### config.mk
export PLATFORM = sky130hd
export DESIGN_NAME = hps_cnn_ctrl
export DESIGN_NICKNAME = d
export VERILOG_FILES = /design/src/rtl/hps_cnn_pkg.sv /design/src/rtl/hps_cnn_ctrl_rise_detect.sv /design/src/rtl/hps_cnn_ctrl.sv
export SDC_FILE = /design/constraint.sdc
export NUM_CORES = 1
export LEC_CHECK = 0
export BUFFER_PORTS_ARGS = -buffer_cell sky130_fd_sc_hd__buf_2
export CORE_AREA = 2 2 296 298
export DETAILED_ROUTE_END_ITERATION = 6
export DIE_AREA = 0 0 298 300
export GPL_TIMING_DRIVEN = 0
export HOLD_SLACK_MARGIN = 0.08
export SETUP_SLACK_MARGIN = 0.02
export SYNTH_ARGS = -nofsm -noshare
export SYNTH_HDL_FRONTEND = slang
export SYNTH_SLANG_ARGS = --single-unit
### constraint.sdc
create_clock -name clk -period 2.39 [get_ports clk]
set_clock_uncertainty 0.1 [all_clocks]
set_input_delay 0.3585 -clock clk [delete_from_list [all_inputs] [get_ports clk]]
set_output_delay 0.3585 -clock clk [all_outputs]
set_load 0.005 [all_outputs]
### src/rtl/hps_cnn_pkg.sv
// hps_cnn_pkg: shared state encodings and logit defaults for the HPS/CNN sequencer
package hps_cnn_pkg;
    localparam int NUM_LOGITS_DEF = 10;
    localparam int LOGIT_W_DEF    = 32;

    typedef enum logic [7:0] {
        ST_LOAD  = 8'h01,
        ST_READY = 8'h02,
        ST_RUN   = 8'h03,
        ST_DONE  = 8'h04,
        ST_ERROR = 8'hEE
    } state_e;
endpackage

### src/rtl/hps_cnn_ctrl_rise_detect.sv
// rise_detect: single-bit rising-edge detector; history resets high so a level held through reset is not an edge
module rise_detect (
    input  logic clk,
    input  logic reset,
    input  logic d,
    output logic rise
);
    logic prev_q, prev_d;

    always_comb prev_d = d;

    always_ff @(posedge clk) begin
        prev_q <= reset ? 1'b1 : prev_d;
    end

    assign rise = d & ~prev_q;
endmodule

### src/rtl/hps_cnn_ctrl.sv
// hps_cnn_ctrl: sequences HPS image upload, CNN start/completion with timeout, and logit hand-back
module hps_cnn_ctrl
    import hps_cnn_pkg::*;
#(
    parameter int NUM_WORDS      = 784,
    parameter int ADDR_W         = 10,
    parameter int NUM_LOGITS     = NUM_LOGITS_DEF,
    parameter int LOGIT_W        = LOGIT_W_DEF,
    parameter int TIMEOUT_CYCLES = 16777215
) (
    input  logic                          clk,
    input  logic                          reset,
    input  logic [31:0]                   hps_data,
    input  logic                          hps_data_valid,
    input  logic                          hps_start_conv,
    input  logic                          hps_logits_retrieved,
    output logic [7:0]                    hps_state,
    output logic                          buf_we,
    output logic [ADDR_W-1:0]             buf_addr,
    output logic [31:0]                   buf_wdata,
    output logic                          cnn_start,
    input  logic                          cnn_done,
    input  logic [NUM_LOGITS*LOGIT_W-1:0] cnn_logits,
    output logic [NUM_LOGITS*LOGIT_W-1:0] logits,
    output logic [31:0]                   run_cycles
);
    logic data_rise, start_rise, ack_rise;

    rise_detect u_data  (.clk(clk), .reset(reset), .d(hps_data_valid),       .rise(data_rise));
    rise_detect u_start (.clk(clk), .reset(reset), .d(hps_start_conv),       .rise(start_rise));
    rise_detect u_ack   (.clk(clk), .reset(reset), .d(hps_logits_retrieved), .rise(ack_rise));

    state_e              state_q, state_d;
    logic [ADDR_W-1:0]   word_cnt_q, word_cnt_d;
    logic                buf_we_q, buf_we_d;
    logic [ADDR_W-1:0]   buf_addr_q, buf_addr_d;
    logic [31:0]         buf_wdata_q, buf_wdata_d;
    logic                cnn_start_q, cnn_start_d;
    logic [31:0]         run_cycles_q, run_cycles_d;
    logic [LOGIT_W-1:0]  logits_q [NUM_LOGITS];
    logic [LOGIT_W-1:0]  logits_d [NUM_LOGITS];
    logic                last_word, tmo_hit, latch;

    assign last_word = word_cnt_q == ADDR_W'(NUM_WORDS - 1);
    // run_cycles doubles as the timeout counter since it is cleared on entry to RUN
    assign tmo_hit   = run_cycles_q == 32'(TIMEOUT_CYCLES - 1);
    assign latch     = state_q == ST_RUN && cnn_done;

    always_ff @(posedge clk) begin
        state_q <= reset ? ST_LOAD : state_d;
    end

    always_comb begin
        state_d = state_q;
        case (state_q)
            ST_LOAD:            if (data_rise && last_word) state_d = ST_READY;
            ST_READY:           if (start_rise) state_d = ST_RUN;
            ST_RUN:             state_d = cnn_done ? ST_DONE : tmo_hit ? ST_ERROR : ST_RUN;
            ST_DONE, ST_ERROR:  if (ack_rise) state_d = ST_LOAD;
            default:            state_d = ST_LOAD;
        endcase
    end

    always_comb hps_state = state_q;

    always_comb begin
        buf_we_d     = state_q == ST_LOAD && data_rise;
        buf_addr_d   = buf_we_d ? word_cnt_q : buf_addr_q;
        buf_wdata_d  = buf_we_d ? hps_data : buf_wdata_q;
        word_cnt_d   = !buf_we_d ? word_cnt_q : last_word ? '0 : word_cnt_q + 1'b1;
        cnn_start_d  = state_q == ST_READY && start_rise;
        run_cycles_d = cnn_start_d ? '0 :
                       (state_q == ST_RUN && !(&run_cycles_q)) ? run_cycles_q + 32'd1 : run_cycles_q;
        for (int k = 0; k < NUM_LOGITS; k++)
            logits_d[k] = latch ? cnn_logits[k*LOGIT_W +: LOGIT_W] : logits_q[k];
    end

    always_ff @(posedge clk) begin
        if (reset) begin
            word_cnt_q   <= '0;
            buf_we_q     <= 1'b0;
            buf_addr_q   <= '0;
            buf_wdata_q  <= '0;
            cnn_start_q  <= 1'b0;
            run_cycles_q <= '0;
            logits_q     <= '{default: '0};
        end else begin
            word_cnt_q   <= word_cnt_d;
            buf_we_q     <= buf_we_d;
            buf_addr_q   <= buf_addr_d;
            buf_wdata_q  <= buf_wdata_d;
            cnn_start_q  <= cnn_start_d;
            run_cycles_q <= run_cycles_d;
            logits_q     <= logits_d;
        end
    end

    assign buf_we     = buf_we_q;
    assign buf_addr   = buf_addr_q;
    assign buf_wdata  = buf_wdata_q;
    assign cnn_start  = cnn_start_q;
    assign run_cycles = run_cycles_q;

    for (genvar i = 0; i < NUM_LOGITS; i++) begin : g_logit
        assign logits[i*LOGIT_W +: LOGIT_W] = logits_q[i];
    end
endmodule
==> impl_metrics.prom <==
# TYPE chip_impl_metric gauge
chip_impl_metric{name="clock_sinks",unit=""} 413
chip_impl_info{name="min-delay-path-class",value="flop to flop"} 1
chip_impl_metric{name="first_global_vias",unit=""} 17700
chip_impl_info{name="timing.critical_path.from_type",value="flop"} 1
chip_impl_metric{name="crit_arrival",unit="ns"} 2.71
chip_impl_metric{name="overflow",unit=""} 0
chip_impl_metric{name="timing.final.max_slew_violations",unit=""} 0
chip_impl_metric{name="slew-limit-headroom",unit=""} 0.205
chip_impl_info{name="tritoncts",value="yes"} 1
chip_impl_metric{name="period_needed",unit="ns"} 2.29
chip_impl_metric{name="report.final.hold_viol_count",unit=""} 0
chip_impl_metric{name="groute.layer.met1.usage",unit=""} 0.173
chip_impl_metric{name="syn_area",unit="sq um"} 14900
chip_impl_metric{name="drt_first_pass_iters",unit=""} 6
chip_impl_info{name="cp_cell_sequence",value="nand4_1, or4_4, buf_4, nor3_4, buf_6, buf_12, o21ai_2, a21oi_2"} 1
chip_impl_metric{name="pwr_density_cell",unit="nW/um^2"} 614
chip_impl_metric{name="number_of_maximum_capacitance_violations",unit=""} 0
chip_impl_metric{name="synth_top_area_share",unit=""} 0.553
chip_impl_info{name="run_status",value="finished clean"} 1
chip_impl_metric{name="routabilityCongestion",unit=""} 0.876
chip_impl_metric{name="met3_usage",unit=""} 0.0470
chip_impl_metric{name="synth-seq-cells",unit=""} 413
chip_impl_info{name="cts_root_buffer",value="sky130_fd_sc_hd__clkbuf_16"} 1
chip_impl_metric{name="design.die.area",unit="sq um"} 89400
chip_impl_info{name="grt_setup_unrepaired",value="false"} 1
chip_impl_metric{name="grt_start_max_net_pins",unit=""} 15
chip_impl_metric{name="synthesized_net_count",unit=""} 2251
chip_impl_metric{name="worst_pin_slew",unit="ns"} 1.19
chip_impl_metric{name="grt_first_pass_wirelength",unit="mm"} 103
chip_impl_metric{name="period_share",unit=""} 0.960
chip_impl_metric{name="synth.lib_cells_used.distinct",unit=""} 56
chip_impl_info{name="ys.flop_type",value="sky130_fd_sc_hd__dfxtp_1"} 1
chip_impl_metric{name="route.vias.total",unit=""} 17900
chip_impl_metric{name="static-leakage-power",unit="uW"} 0.0110
chip_impl_info{name="critical_path_type",value="flop to flop"} 1
chip_impl_metric{name="wirelength",unit="mm"} 70.6
chip_impl_metric{name="nFillCells",unit=""} 9186
chip_impl_metric{name="drt_drc_violations_left",unit=""} 0
chip_impl_metric{name="fraction_of_layout_instances_using_a_drive_strength_above_1",unit=""} 0.311
chip_impl_metric{name="io-pin-count",unit=""} 762
chip_impl_metric{name="vdd_ir_drop_max",unit="mV"} 0.523
chip_impl_info{name="setup.worst_path.end_class",value="flop"} 1
chip_impl_metric{name="floorplan.die.height",unit="um"} 300
chip_impl_metric{name="postSynth.asyncResetShare",unit=""} 0
chip_impl_metric{name="dp_slack",unit="ns"} -0.900
chip_impl_metric{name="die_width",unit="um"} 298
chip_impl_metric{name="synthesis.instances",unit=""} 1890
chip_impl_metric{name="highest_achievable_clock_rate",unit="MHz"} 436
chip_impl_metric{name="postPlaceCellArea",unit="sq um"} 20200
chip_impl_metric{name="antenna_violations_before_repair",unit=""} 8
chip_impl_metric{name="route.detailed.wl_per_inst",unit="um"} 16.6
chip_impl_metric{name="cts_made_buffers",unit=""} 48
chip_impl_metric{name="syn2layout_area_growth",unit="%"} 72.3
chip_impl_metric{name="clock_transition_at_the_registers_of_the_reported_paths",unit="ns"} 0.06
chip_impl_info{name="timing.critical_path.slowest_stage_cell",value="sky130_fd_sc_hd__or4_4"} 1
chip_impl_info{name="grt.busiest_layer",value="met2"} 1
chip_impl_metric{name="cts_max_level",unit=""} 2
chip_impl_metric{name="synth_area_per_cell",unit="sq um"} 7.91
chip_impl_metric{name="dpl.hpwl",unit="mm"} 51.3
chip_impl_metric{name="clock_tree.buffer_depth",unit=""} 3
chip_impl_info{name="synth.area.top_cells",value="sky130_fd_sc_hd__dfxtp_1 55%, sky130_fd_sc_hd__nand2_1 19%, sky130_fd_sc_hd__a21oi_1 13%"} 1
chip_impl_metric{name="grt_util_all_layers",unit=""} 0.148
chip_impl_metric{name="finish.net_count",unit=""} 3421
chip_impl_metric{name="finalWorstSetupSlack",unit="ns"} 0.0957
chip_impl_metric{name="place.port_buffers",unit=""} 759
chip_impl_metric{name="worstSkewPairLatency",unit="ns"} 0.61
chip_impl_metric{name="edff_count_synth",unit=""} 0
chip_impl_metric{name="yosysSeqAreaShare",unit=""} 0.553
chip_impl_metric{name="setup_viol_count_final",unit=""} 0
chip_impl_metric{name="critical_path_required",unit="ns"} 2.81
chip_impl_metric{name="initial_core_util",unit=""} 0.173
chip_impl_metric{name="crit_path_max_fanout",unit=""} 10
chip_impl_metric{name="design.core.area",unit="sq um"} 86200
chip_impl_metric{name="final_design_area_no_fill",unit="sq um"} 25800
chip_impl_metric{name="avgViaCountPerCell",unit=""} 4.20
chip_impl_metric{name="number_of_nets_still_failing_antenna_checks_after_routing",unit=""} 0
chip_impl_metric{name="crit_path_max_incr_delay",unit="ns"} 0.57
chip_impl_metric{name="yosys_warnings",unit=""} 0
chip_impl_metric{name="grt.met2_usage",unit=""} 0.246
chip_impl_metric{name="floorplan.rows",unit=""} 108
chip_impl_metric{name="detailedRoute.firstIterationViolations",unit=""} 1159
chip_impl_info{name="synth.largest_area_cell",value="sky130_fd_sc_hd__dfxtp_1"} 1
cell families (layout without fill, tap and decap cells):
group                      Yosys count  in the layout  synth area share
other                                1              4          0.000251
and+or+nand+nor                    888            888             0.246
xor gates and xnor gates            13             13           0.00762
muxes                                1              1          0.000670
buffers and inverters              146           1354            0.0405
AOI/OAI and AO/OA                  425            425             0.149
DFF                                413            413             0.553
adders and majority gates            3              3           0.00251
flip-flops by register name, indices dropped and copies added, names as in the netlist:
register / count
u_start.prev_q: 1
logits: 320
hps_state: 4
buf_we: 1
cnn_start: 1
word_cnt_q: 10
u_ack.prev_q: 1
buf_wdata: 32
u_data.prev_q: 1
buf_addr: 10
run_cycles: 32
timing repair:
| item | CTS | global route |
|---|---|---|
| endpoints found under the hold margin | 358 | 0 |
| setup buffers | 3 | 1 |
| gates cloned | 0 | 1 |
| setup endpoints to repair | 400 | 269 |
| hold buffers | 356 | 0 |
| pin swaps | 2 | 2 |
| resized for setup | 82 | 47 |
critical path: cells and delay by family, from the launching register on:
family	cells	cell delay [ns]
AO/OA/AOI/OAI	2	0.18
buffers and inverters	3	0.51
flip-flops	1	0.43
AND/OR/NAND/NOR	3	1.01
report_power, final:
part,internal (uW),switching [uW],total (uW)
Combinational,644,426,1070
Clock,4600,3230,7830
Sequential,6910,10.4,6920
placed cells by master, fill, tap and decap left out, types with 16 or more instances in the layout:
cell type	netlist	final
sky130_fd_sc_hd__clkbuf_1	122	65
sky130_fd_sc_hd__clkbuf_16	0	48
sky130_fd_sc_hd__nand2_1	752	752
sky130_fd_sc_hd__clkbuf_2	1	50
sky130_fd_sc_hd__a21oi_1	380	380
sky130_fd_sc_hd__nor2_1	24	22
sky130_fd_sc_hd__nand3_1	18	16
sky130_fd_sc_hd__buf_2	11	768
sky130_fd_sc_hd__dlygate4sd3_1	0	356
sky130_fd_sc_hd__nand4_1	16	16
sky130_fd_sc_hd__dfxtp_1	413	408
synth_stat cells, drive strengths merged (9+ instances only):
library cell,count
nand2,752
dfxtp,413
a21oi,385
clkbuf,123
nor2,24
o21ai,19
buf,18
nand3,18
nand4,17
or3,15
and3,9
or4,9
metal layers:
metal  share of wire  vias up
li1                -     8588
met1            0.40     8294
met2            0.46      825
met3           0.088      182
met4           0.045        4
met5         0.00037        -
cell type report:
| type | count | area (sq um) | area share |
|---|---|---|---|
| Antenna cell | 3 | 7.51 | 0.000291 |
| Buffer | 140 | 734 | 0.0285 |
| Clock buffer | 67 | 1370 | 0.0533 |
| Clock inverter | 21 | 302 | 0.0117 |
| Inverter | 5 | 18.8 | 0.000729 |
| Multi-Input combinational cell | 1331 | 6180 | 0.240 |
| Sequential cell | 413 | 8270 | 0.321 |
| Tap cell | 1155 | 1450 | 0.0561 |
| Timing Repair Buffer | 1121 | 7420 | 0.288 |
final timing paths:
kind	depth (start not counted)	end	startpoint	slack, ns
worst max register to register	8	run_cycles[7]$_SDFFE_PP0P_	run_cycles[21]$_SDFFE_PP0P_	0.1
worst max-delay path	8	run_cycles[7]$_SDFFE_PP0P_	run_cycles[21]$_SDFFE_PP0P_	0.1
worst min-delay path	2	logits[243]$_SDFFE_PP0P_	logits[243]$_SDFFE_PP0P_	0.35
worst min register to register	2	logits[243]$_SDFFE_PP0P_	logits[243]$_SDFFE_PP0P_	0.35
stage by stage:
stage / setup TNS [ns] / utilization / cells / power (uW) / hold WS, ns
after floorplan: 0 / - / 1890 / 7220 / 0.351
after global placement: -399.45 / 0.234 / 3804 / 7650 / 0.338
after detailed placement: -224.82 / 0.234 / 3805 / 7640 / 0.343
after CTS: 0 / 0.298 / 4252 / 16000 / 0.351
after global routing: 0 / 0.299 / 4255 / 16400 / 0.369
final: 0 / 0.299 / 4256 / 15800 / 0.350
(Power assumes the default switching activity.)
